==> src/rtl/k_and_s_pkg.sv <==
// ============================================================================
// k_and_s_pkg : shared types and constants for the K&S core memory side.
// Revision    : 1.0 - initial release
// ============================================================================
`default_nettype none

package k_and_s_pkg;

  typedef enum logic [1:0] {
    IDLE = 2'd0,
    WAIT = 2'd1,
    RESP = 2'd2
  } ram_rsp_state_t;

  localparam int RAM_MAX_WAIT = 15;
  localparam int RAM_CNT_W    = 4;

endpackage

`default_nettype wire

==> src/rtl/ram_word_array.sv <==
// ============================================================================
// ram_word_array : DEPTH x DATA_W storage, synchronous write, combinational read.
// Revision       : 1.0 - initial release
// ============================================================================
`default_nettype none

module ram_word_array #(
  parameter int DATA_W = 16,
  parameter int ADDR_W = 5,
  parameter int DEPTH  = 32
) (
  input  logic              clk,
  input  logic              we_i,
  input  logic [ADDR_W-1:0] waddr_i,
  input  logic [DATA_W-1:0] wdata_i,
  input  logic [ADDR_W-1:0] raddr_i,
  output logic [DATA_W-1:0] rdata_o
);

  localparam int c_IDX_W = (DEPTH > 1) ? $clog2(DEPTH) : 1;
  localparam int c_AW1   = ADDR_W + 1;
  localparam logic [ADDR_W:0] c_DEPTH = c_AW1'(DEPTH);

  logic [DATA_W-1:0] mem_q [DEPTH];
  logic              w_rd_in_range;

  // Writers only ever present in-range addresses; contents are never reset.
  always_ff @(posedge clk) begin
    if (we_i) begin
      mem_q[waddr_i[c_IDX_W-1:0]] <= wdata_i;
    end
  end

  assign w_rd_in_range = ({1'b0, raddr_i} < c_DEPTH);
  assign rdata_o       = w_rd_in_range ? mem_q[raddr_i[c_IDX_W-1:0]] : '0;

endmodule

`default_nettype wire

==> src/rtl/ram_responder.sv <==
// ============================================================================
// ram_responder : wait-state RAM responder with valid/ready request/response.
// Optional store protection of words [0, PROT_WORDS) under macro RAM_WPROT_EN.
// Revision      : 1.0 - initial release
// ============================================================================
`default_nettype none

module ram_responder
  import k_and_s_pkg::*;
#(
  parameter int DATA_W      = 16,
  parameter int ADDR_W      = 5,
  parameter int DEPTH       = 32,
  parameter int WAIT_CYCLES = 1,
  parameter int PROT_WORDS  = 16
) (
  input  logic              clk,
  input  logic              rst,
  input  logic              req_valid,
  output logic              req_ready,
  input  logic              req_write,
  input  logic [ADDR_W-1:0] req_addr,
  input  logic [DATA_W-1:0] req_wdata,
  output logic              rsp_valid,
  input  logic              rsp_ready,
  output logic [DATA_W-1:0] rsp_rdata,
  output logic              rsp_write,
  output logic              rsp_err,
  output logic              busy
);

  generate
    if (WAIT_CYCLES < 0 || WAIT_CYCLES > RAM_MAX_WAIT) begin : g_bad_wait
      $error("ram_responder: WAIT_CYCLES must be in 0..15");
    end
    if (DEPTH < 1 || DEPTH > (1 << ADDR_W)) begin : g_bad_depth
      $error("ram_responder: DEPTH must be in 1..2**ADDR_W");
    end
    if (PROT_WORDS < 0 || PROT_WORDS > DEPTH) begin : g_bad_prot
      $error("ram_responder: PROT_WORDS must be in 0..DEPTH");
    end
  endgenerate

  localparam int c_AW1 = ADDR_W + 1;
  localparam logic [ADDR_W:0]    c_DEPTH     = c_AW1'(DEPTH);
  localparam logic [RAM_CNT_W-1:0] c_WAIT_INIT =
    RAM_CNT_W'((WAIT_CYCLES > 0) ? WAIT_CYCLES - 1 : 0);

  ram_rsp_state_t       state_q, state_d;
  logic [RAM_CNT_W-1:0] cnt_q, cnt_d;
  logic                 write_q, write_d;
  logic [ADDR_W-1:0]    addr_q, addr_d;
  logic                 err_q, err_d;
  logic [DATA_W-1:0]    rsp_rdata_q, rsp_rdata_d;
  logic                 rsp_write_q, rsp_write_d;
  logic                 rsp_err_q, rsp_err_d;

  logic                 w_idle;
  logic                 w_accept;
  logic                 w_prot;
  logic                 w_err;
  logic                 w_we;
  logic [ADDR_W-1:0]    w_raddr;
  logic [DATA_W-1:0]    w_rdata;

  assign w_idle   = (state_q == IDLE);
  assign w_accept = w_idle && req_valid;

`ifdef RAM_WPROT_EN
  localparam logic [ADDR_W:0] c_PROT = c_AW1'(PROT_WORDS);
  assign w_prot = req_write && ({1'b0, req_addr} < c_PROT);
`else
  assign w_prot = 1'b0;
`endif

  assign w_err = ({1'b0, req_addr} >= c_DEPTH) || w_prot;
  // The store lands on the acceptance edge so a mid-operation reset cannot lose it.
  assign w_we  = w_accept && req_write && !w_err;
  // In IDLE the request address feeds the read port so a zero-wait read sees it.
  assign w_raddr = w_idle ? req_addr : addr_q;

  ram_word_array #(
    .DATA_W (DATA_W),
    .ADDR_W (ADDR_W),
    .DEPTH  (DEPTH)
  ) u_array (
    .clk     (clk),
    .we_i    (w_we),
    .waddr_i (req_addr),
    .wdata_i (req_wdata),
    .raddr_i (w_raddr),
    .rdata_o (w_rdata)
  );

  always_comb begin
    state_d     = state_q;
    cnt_d       = cnt_q;
    write_d     = write_q;
    addr_d      = addr_q;
    err_d       = err_q;
    rsp_rdata_d = rsp_rdata_q;
    rsp_write_d = rsp_write_q;
    rsp_err_d   = rsp_err_q;
    case (state_q)
      IDLE: begin
        if (req_valid) begin
          write_d = req_write;
          addr_d  = req_addr;
          err_d   = w_err;
          if (WAIT_CYCLES == 0) begin
            state_d     = RESP;
            rsp_write_d = req_write;
            rsp_err_d   = w_err;
            rsp_rdata_d = (req_write || w_err) ? '0 : w_rdata;
          end else begin
            state_d = WAIT;
            cnt_d   = c_WAIT_INIT;
          end
        end
      end
      WAIT: begin
        if (cnt_q == '0) begin
          state_d     = RESP;
          rsp_write_d = write_q;
          rsp_err_d   = err_q;
          rsp_rdata_d = (write_q || err_q) ? '0 : w_rdata;
        end else begin
          cnt_d = cnt_q - 1'b1;
        end
      end
      RESP: begin
        if (rsp_ready) begin
          state_d     = IDLE;
          rsp_rdata_d = '0;
          rsp_write_d = 1'b0;
          rsp_err_d   = 1'b0;
        end
      end
      default: state_d = IDLE;
    endcase
  end

  always_ff @(posedge clk) begin
    if (rst) begin
      state_q     <= IDLE;
      cnt_q       <= '0;
      write_q     <= 1'b0;
      addr_q      <= '0;
      err_q       <= 1'b0;
      rsp_rdata_q <= '0;
      rsp_write_q <= 1'b0;
      rsp_err_q   <= 1'b0;
    end else begin
      state_q     <= state_d;
      cnt_q       <= cnt_d;
      write_q     <= write_d;
      addr_q      <= addr_d;
      err_q       <= err_d;
      rsp_rdata_q <= rsp_rdata_d;
      rsp_write_q <= rsp_write_d;
      rsp_err_q   <= rsp_err_d;
    end
  end

  assign req_ready = w_idle;
  assign rsp_valid = (state_q == RESP);
  assign busy      = !w_idle;
  assign rsp_rdata = rsp_rdata_q;
  assign rsp_write = rsp_write_q;
  assign rsp_err   = rsp_err_q;

endmodule

`default_nettype wire

==> config.mk <==
export PLATFORM = sky130hd
export DESIGN_NAME = ram_responder
export DESIGN_NICKNAME = d
export VERILOG_FILES = /design/src/rtl/k_and_s_pkg.sv /design/src/rtl/ram_word_array.sv /design/src/rtl/ram_responder.sv
export SDC_FILE = /design/constraint.sdc
export NUM_CORES = 1
export LEC_CHECK = 0
export ABC_AREA = 0
export CAP_MARGIN = 30
export CORE_ASPECT_RATIO = 1.75
export CORE_MARGIN = 5
export CORE_UTILIZATION = 40
export CTS_BUF_LIST = sky130_fd_sc_hd__clkbuf_4 sky130_fd_sc_hd__clkbuf_8
export DETAILED_ROUTE_END_ITERATION = 16
export GPL_ROUTABILITY_DRIVEN = 0
export PLACE_DENSITY_LB_ADDON = 0.2
export SKIP_LAST_GASP = 1
export SLEW_MARGIN = 20
export SYNTH_ARGS = -nofsm -noshare
export SYNTH_HDL_FRONTEND = slang
export SYNTH_HIERARCHICAL = 1
export SYNTH_SLANG_ARGS = --single-unit
==> constraint.sdc <==
create_clock -name clk -period 3.75 [get_ports clk]
set_input_delay 0.375 -clock clk [delete_from_list [all_inputs] [get_ports clk]]
set_output_delay 0.375 -clock clk [all_outputs]
set_load 0.01 [all_outputs]
==> impl_metrics.json, run 1 <==
{
  "post_cts_resized": 0,
  "drcViolationCount": 0,
  "wl_per_cell_um": 25.1,
  "cp.required_ps": 4280,
  "synth_cell_types": 42,
  "yosysWarnings": 6,
  "holdBufCountCts": 0,
  "rsz0062_at_grt": "no",
  "via_per_inst": 5.40,
  "slew_headroom_pct": 41.1,
  "cp_num_buf_inv": 2,
  "arrival_ps": 3690,
  "post_cts_buffers": 0,
  "portBuffers": 45,
  "core_area_mm2": 0.0534,
  "antenna_left": 0,
  "ys_ff_latch": 541,
  "period_share_pct": 84.2,
  "setup_violations": 0,
  "critPathMaxStageDelay_ps": 420,
  "dr.pass1.iters": 7,
  "cp_top_family": "simple AND/OR/NAND/NOR gates",
  "cts_buffer_depth": 3,
  "tightest_slew_ps": 882,
  "grt.overflow.total": 0,
  "final.setup.worst_slack_ps": 594,
  "end_kind": "flop",
  "antenna_found_initial": 1,
  "grt_max_degree": 45,
  "seq_area_frac_synth_pct": 74.0,
  "drv_slew": 0,
  "syn_nets": 1296,
  "power_w": 0.0135,
  "preCtsSetupSlack_ps": 498,
  "hpwl_um": 34100,
  "drive_above_1_share_pct": 15.3,
  "die_area_mm2": 0.0588,
  "vias": 11600,
  "clkSinkCount": 541,
  "cts_buffers": 76,
  "synth.largest_area_cell": "edfxtp_1",
  "status": "complete, no violations",
  "netlist.area_leader.share_pct": 71.4,
  "clk_latency_ps": 650,
  "drv_cap": 0,
  "setup_tns_ps": 0,
  "layout.nets": 1434,
  "ir_drop_uv": 201,
  "die_w_um": 185,
  "crit_fanout": 17,
  "start_kind": "flop",
  "fin_skew_ps": 22.8,
  "synthCells": 1268,
  "crit_slowest_cell": "nor2b_4",
  "min_period_ps": 3160,
  "synthesis.area_mm2": 0.0215,
  "power.leakage_nw": 8.35,
  "die_h_um": 317,
  "top_level_ports": 47,
  "grt_pass1_wl_um": 79100,
  "start_util_pct": 40.4,
  "dp_cells": 2010,
  "drt_iter0_markers": 744,
  "cts.root.buffer_cell": "clkbuf_8",
  "grt_usage_pct": 18.5,
  "power_density_mw_per_mm2": 549,
  "timing.fmax_mhz": 317,
  "syn-mean-instance-area_um2": 17.0,
  "stdcell_count": 2147,
  "path_cells": "nor2_1 > buf_4 > mux2_2 > nor2b_4 > buf_4 > a22o_1 > nor3_1 > a31oi_1 > nand3_1 > nand3_1 > mux2i_1",
  "synth_area_leaders": "edfxtp_1 71%, mux2i_1 13%, dfxtp_1 2.7%, a22oi_1 2.2%, a22o_1 1.3%",
  "hp-class": "primary input to flop",
  "area_growth_pct": 14.0,
  "hold_viol": 0,
  "crit_type": "flop to flop",
  "grt_pass1_vias": 12200,
  "cts_tree": "yes",
  "num_rows": 112,
  "cts_max_level": 3,
  "totalWireLength_um": 53900,
  "clk_pin_slew_ps": 70
}
[per-stage QoR]
stage	hold slack, ps	area [µm²]	utilization, %
2_1_floorplan	453	21500	-
3_3_place_gp	451	23100	43.2
3_5_place_dp	453	23100	43.3
4_1_cts	247	24500	45.9
5_1_grt	278	24600	46.0
6_report	279	24600	46.0
[layout make-up]
type / instances / area, µm²
fillers: 4611 / 28800
inverters: 6 / 22.5
flip-flops and latches: 541 / 16000
repair buffers: 135 / 1280
clock buffers: 102 / 1270
clock inverters: 32 / 160
multi-input cells: 646 / 5030
well taps: 684 / 856
diodes: 1 / 2.50
[worst paths after layout]
kind	from	endpoint	slack (ps)	cells after the start
max	state_q[0]	rsp_rdata[14]	590	11
max reg2reg	state_q[0]	rsp_rdata[14]	590	11
min	req_wdata[8]	u_array/mem_q[11][8]	280	1
min reg2reg	rsp_rdata[7]	rsp_rdata[7]	460	2
[layout by cell type (no fill, tap or decap), types with 6 or more instances in the layout]
master	instances
nand4_1	16
inv_1	6
edfxtp_1	512
nand3_1	50
a31oi_1	16
a21oi_1	35
buf_4	75
nand3b_1	6
buf_12	9
clkbuf_8	80
a22oi_1	64
a22o_1	32
dfxtp_1	29
mux2i_1	278
clkdlybuf4s50_1	42
nor2_1	38
clkinv_1	22
clkinv_2	8
nor3_1	17
clkbuf_4	22
nand2_1	49
[cell families (layout without fill, tap and decap cells)]
logic type                 after synthesis  count (layout)  share of synthesized area, %
DFF                                    541             541                          74.0
and+or+nand+nor                        203             203                          4.66
other                                    1               2                        0.0174
AOI/OAI and AO/OA                      157             157                          5.17
adders and majority gates                2               2                         0.116
buffers and inverters                   81             275                          2.82
muxes                                  283             283                          13.2
[synth_stat cells (all sizes together)]
master	n
or3	2
inv	6
nor2	43
mux2i	278
nand3	50
o21bai	1
a22o	32
mux2	5
nand3b	6
or4	4
dfxtp	29
a21oi	35
o211ai	1
nor2b	2
o21ai	4
buf	59
conb	1
a22oi	64
o22a	1
a211oi	2
or2	1
or3b	4
nand4	16
and4bb	1
ha	2
a31oi	16
nand2b	4
o31ai	1
nor3	17
nand4bb	1
edfxtp	512
clkbuf	16
and2	2
nand2	49
nor3b	1
[metal layers]
layer / wire, µm / global-route usage (%) / share of wire (%) / up-vias
li1: - / - / - / 5283
met1: 20200 / 21.1 / 37 / 5902
met2: 29700 / 34.7 / 55 / 333
met3: 2820 / 3.17 / 5.2 / 75
met4: 1240 / 5.81 / 2.3 / 0
met5: 0 / 0 / 0 / -
[power breakdown]
| group | switching [W] | internal, W |
|---|---|---|
| Combinational | 0.00141 | 0.000949 |
| Clock | 0.00212 | 0.00226 |
| Sequential | 0.0000725 | 0.00668 |
| Total | 0.00360 | 0.00989 |
[state kept, by name, summed over array words and instances, names as in the netlist]
name / count
addr_q: 5
state_q: 2
write_q: 1
rsp_rdata: 16
rsp_write: 1
u_array/mem_q: 512
cnt_q: 4
(Power assumes the default switching activity.)
==> inputs of run 2 (changes only) <==
clock period = 3 ns   (was 3.75 ns; I/O delays follow)
==> run 2 against run 1 <==
  * Worst hold slack worse by 82 ps
  * Global-route usage down 0.19 points
  * Cell count increased by 1.5%
  * Clock power grew 30%
  * Utilization rose by 0.68 points
  * Maximum frequency is 11% higher
  * Sequential share of layout area fell by 0.94 points
  * Via count up 1.2%
  * Cell area grew 1.5%
  * Combinational power grew 31%
  * Sequential power grew 25%
  * Critical path depth fell by 1
  * Highest routed layer unchanged
==> impl_metrics.json, run 2 (synthesis results as in run 1) <==
{
  "portBuffers": 45,
  "wl_per_cell_um": 24.7,
  "fin_skew_ps": 30.8,
  "setup_violations": 0,
  "clk_latency_ps": 640,
  "dr.pass1.iters": 5,
  "rr_endpoint": "rsp_rdata[3]",
  "end_kind": "flop",
  "drv_slew": 0,
  "die_w_um": 185,
  "die_area_mm2": 0.0588,
  "hold-path-endpoint": "u_array/mem_q[6][4]",
  "via_per_inst": 5.39,
  "r2r_slack_ps": 140,
  "critPathMaxStageDelay_ps": 430,
  "post_cts_buffers": 0,
  "cp_num_buf_inv": 2,
  "period_share_pct": 95.2,
  "holdPathStages": 1,
  "antenna_left": 0,
  "drt_iter0_markers": 782,
  "area_growth_pct": 15.7,
  "crit_type": "flop to flop",
  "startpoint": "state_q[1]",
  "power_density_mw_per_mm2": 690,
  "drive_above_1_share_pct": 16.9,
  "cp_top_family": "simple AND/OR/NAND/NOR gates",
  "grt.overflow.total": 0,
  "tightest_slew_ps": 774,
  "post_cts_resized": 0,
  "mostFrequentLayoutCells": "512 x edfxtp_1, 278 x mux2i_1, 99 x buf_4",
  "final.setup.worst_slack_ps": 144,
  "layout.nets": 1462,
  "r2r_start": "state_q[1]",
  "hpwl_um": 34500,
  "cts_max_level": 3,
  "rsz0062_at_grt": "no",
  "grt_pass1_wl_um": 78600,
  "clkSinkCount": 541,
  "cts_tree": "yes",
  "cp.required_ps": 3510,
  "antenna_found_initial": 1,
  "cts.root.buffer_cell": "clkbuf_8",
  "grt_pass1_vias": 12400,
  "cts_buffers": 76,
  "largest_register_ffs": 512,
  "num_rows": 112,
  "hp-class": "primary input to flop",
  "preCtsSetupSlack_ps": 26.9,
  "mostFrequentLayoutCell": "edfxtp_1",
  "die_h_um": 317,
  "grt_max_degree": 41,
  "power.leakage_nw": 8.54,
  "cts_buffer_depth": 3,
  "path_cells": "nor2_1 > buf_4 > mux2_2 > nor2b_4 > buf_4 > a22oi_1 > a31oi_1 > nand3_1 > nand3_1 > mux2i_1",
  "ir_drop_uv": 298,
  "clk_pin_slew_ps": 60,
  "top_level_ports": 47,
  "start_util_pct": 40.4,
  "rr_worst_depth": 10,
  "setup_tns_ps": 0,
  "min-delay-start": "req_wdata[4]",
  "totalWireLength_um": 53800,
  "min_period_ps": 2860,
  "vias": 11700,
  "holdBufCountCts": 0,
  "whs_ps": 197,
  "status": "complete, no violations",
  "hold_viol": 0,
  "timing.fmax_mhz": 350,
  "crit_fanout": 18,
  "crit_slowest_cell": "mux2_2",
  "drv_cap": 0,
  "start_kind": "flop",
  "arrival_ps": 3370,
  "core_area_mm2": 0.0534,
  "drcViolationCount": 0,
  "slew_headroom_pct": 48.4,
  "grt_usage_pct": 18.3
}
[run 2: layout make-up]
cell class | count | area, µm²
Fill cell | 4582 | 28500
Sequential cell | 541 | 16000
Multi-Input combinational cell | 647 | 5050
Timing Repair Buffer | 162 | 1540
Clock buffer | 100 | 1270
Tap cell | 684 | 856
Clock inverter | 38 | 234
Inverter | 6 | 22.5
Antenna cell | 1 | 2.50
[run 2: power by group]
part,switching [W],total (W),internal [W]
clock network,0.00269,0.00570,0.00302
registers,0.0000753,0.00843,0.00835
logic,0.00179,0.00308,0.00128
total,0.00456,0.0172,0.0126
[run 2: worst max path at each step]
stage                                       to  slack [ps]  cells past startpoint
final                             rsp_rdata[3]         140                     10
after global routing              rsp_rdata[1]          10                     10
after CTS                         rsp_rdata[3]          80                     10
after detailed placement          rsp_rdata[3]          30                      9
after global placement            rsp_rdata[3]         0.3                      9
after floorplan           u_array/mem_q[12][0]         330                      6
[run 2: stage by stage]
stage | cell area (µm²) | power (W) | utilization (%) | std cells
global placement | 23400 | 0.0116 | 43.8 | 2038
detailed placement | 23400 | 0.0117 | 43.8 | 2039
CTS | 24900 | 0.0174 | 46.7 | 2177
floorplan | 21500 | 0.0105 | - | 1268
finish | 24900 | 0.0172 | 46.7 | 2179
global route | 24900 | 0.0179 | 46.7 | 2179
[run 2: routing by layer]
layer / up-vias / GRT usage, % / part of all wire [%]
met4: 0 / 6.88 / 2.8
li1: 5338 / - / -
met1: 6029 / 19.8 / 37
met5: - / 0 / 0
met3: 104 / 2.76 / 3.4
met2: 266 / 35.2 / 57
==> inputs of run 3 (changes only) <==
--- a/config.mk
+++ b/config.mk
@@ -13,2 +13,4 @@
 export CTS_BUF_LIST = sky130_fd_sc_hd__clkbuf_4 sky130_fd_sc_hd__clkbuf_8
+export CTS_CLUSTER_DIAMETER = 150
+export CTS_CLUSTER_SIZE = 14
 export DETAILED_ROUTE_END_ITERATION = 16
--- a/constraint.sdc
+++ b/constraint.sdc
@@ -3,2 +3,2 @@
 set_output_delay 0.3 -clock clk [all_outputs]
-set_load 0.01 [all_outputs]
+set_load 0.005 [all_outputs]
==> run 3 against run 2 <==
  * Die area unchanged
  * Global-route usage down 0.25 points
  * Register-to-register slack worse by 20 ps
  * Combinational power about the same
  * Utilization down 1.4 points
  * Maximum frequency down 0.86%
  * Count of clock-buffer cells in the layout down 37
  * Cell count down 3.4%
  * Clock power down 32%
  * Wire length down 0.82%
  * Sequential share of layout area up 2.0 points
  * Sequential power about the same
  * Critical path type unchanged
  * Highest routed layer unchanged
==> impl_metrics.json, run 3 (synthesis results as in run 1) <==
{
  "status": "complete, no violations",
  "crit_type": "flop to flop",
  "grt_pass1_wl_um": 77900,
  "drt_iter0_markers": 716,
  "critPathMaxStageDelay_ps": 430,
  "final_util_pct": 45.3,
  "cts_max_level": 2,
  "fillers": 4605,
  "cp.required_ps": 3480,
  "setup_tns_ps": 0,
  "dr.pass1.iters": 5,
  "hp-class": "primary input to flop",
  "die_area_mm2": 0.0588,
  "portBuffers": 45,
  "path_depth": 10,
  "rsz0062_at_grt": "no",
  "power_w": 0.0154,
  "cts.root.buffer_cell": "clkbuf_8",
  "start_util_pct": 40.4,
  "mostFrequentLayoutCell": "edfxtp_1",
  "startpoint": "state_q[1]",
  "totalWireLength_um": 53400,
  "ir_drop_uv": 282,
  "power.leakage_nw": 8.15,
  "area_growth_pct": 12.3,
  "grt_usage_pct": 18.0,
  "r2r_start": "state_q[1]",
  "top_level_ports": 47,
  "crit_fanout": 18,
  "holdPathStages": 1,
  "multi_input_area_mm2": 0.00505,
  "drv_cap": 0,
  "min_period_ps": 2880,
  "cp_top_family": "simple AND/OR/NAND/NOR gates",
  "mostFrequentLayoutCells": "512 x edfxtp_1, 278 x mux2i_1, 99 x buf_4",
  "grt_max_degree": 41,
  "via_per_inst": 5.41,
  "power_density_mw_per_mm2": 635,
  "min-delay-start": "req_wdata[4]",
  "period_share_pct": 96.0,
  "end_kind": "flop",
  "fin_area_mm2": 0.0242,
  "path_cells": "nor2_1 > buf_4 > mux2_2 > nor2b_4 > buf_4 > a22oi_1 > a31oi_1 > nand3_1 > nand3_1 > mux2i_1",
  "cts_tree": "yes",
  "fin_skew_ps": 22.5,
  "setup_violations": 0,
  "whs_ps": 206,
  "drive_above_1_share_pct": 14.3,
  "num_rows": 112,
  "die_h_um": 317,
  "cts_buffers": 44,
  "drcViolationCount": 0,
  "layout.nets": 1430,
  "area.sequential_mm2": 0.0160,
  "cts_buffer_depth": 3,
  "vias": 11400,
  "clk_latency_ps": 610,
  "drv_slew": 0,
  "placed_cell_area_mm2": 0.0234,
  "grt_pass1_vias": 12000,
  "slew_headroom_pct": 47.0,
  "hold_viol": 0,
  "cp_num_buf_inv": 2,
  "hpwl_um": 34500,
  "clkSinkCount": 541,
  "core_area_mm2": 0.0534,
  "antenna_left": 0,
  "timing.fmax_mhz": 347,
  "die_w_um": 185,
  "rr_worst_depth": 10,
  "crit_slowest_cell": "mux2_2",
  "post_cts_buffers": 0,
  "largest_register_ffs": 512,
  "grt.overflow.total": 0,
  "clk_pin_slew_ps": 100,
  "tightest_slew_ps": 794,
  "antenna_found_initial": 1,
  "arrival_ps": 3360,
  "start_kind": "flop",
  "wl_per_cell_um": 25.4
}
==> run 3: metrics by stage <==
step / cells / worst slack (ps)
2_1_floorplan: 1268 / 329
3_3_place_gp: 2038 / 0.319
3_5_place_dp: 2039 / 26.9
4_1_cts: 2103 / 77.6
5_1_grt: 2105 / 1.09
6_report: 2105 / 119
==> run 3: repair_timing <==
item,in CTS,in global routing
hold buffers,0,0
setup endpoints to repair,0,4
resized for setup,0,2
==> run 3: final timing paths <==
kind | slack (ps) | to
setup reg to reg | 120 | rsp_rdata[3]
setup / recovery | 120 | rsp_rdata[3]
hold / removal | 210 | u_array/mem_q[25][4]
hold reg to reg | 470 | rsp_rdata[10]
==> run 3: area by class of cell <==
cell class,count,area share [%]
sequential,541,66.0
multi-input combinational,647,20.9
timing repair buffer,162,6.38
tap,684,3.54
clock buffer,63,3.12
inverter,6,0.0931
clock inverter,1,0.0310
antenna,1,0.0103
==> run 3: per-layer routing <==
metal / routed length, µm / GRT usage, % / up-vias
li1: - / - / 5232
met1: 19900 / 20.0 / 5853
met2: 30300 / 35.4 / 230
met3: 1700 / 2.12 / 81
met4: 1470 / 5.51 / 0
met5: 0 / 0 / -
==> run 3: report_power, final <==
| group | total [W] | switching (W) | internal (W) | leakage, nW |
|---|---|---|---|---|
| combinational | 0.00306 | 0.00178 | 0.00128 | 2.90 |
| sequential | 0.00841 | 0.0000757 | 0.00834 | 4.84 |
| clock | 0.00388 | 0.00228 | 0.00160 | 0.407 |
==> run 3: worst register-to-register path: stages, from the launching register on <==
cell	delay (ps)
dfxtp_1	390
nor2_1	110
buf_4	220
mux2_2	430
nor2b_4	340
buf_4	320
a22oi_1	200
a31oi_1	370
nand3_1	210
nand3_1	110
mux2i_1	70
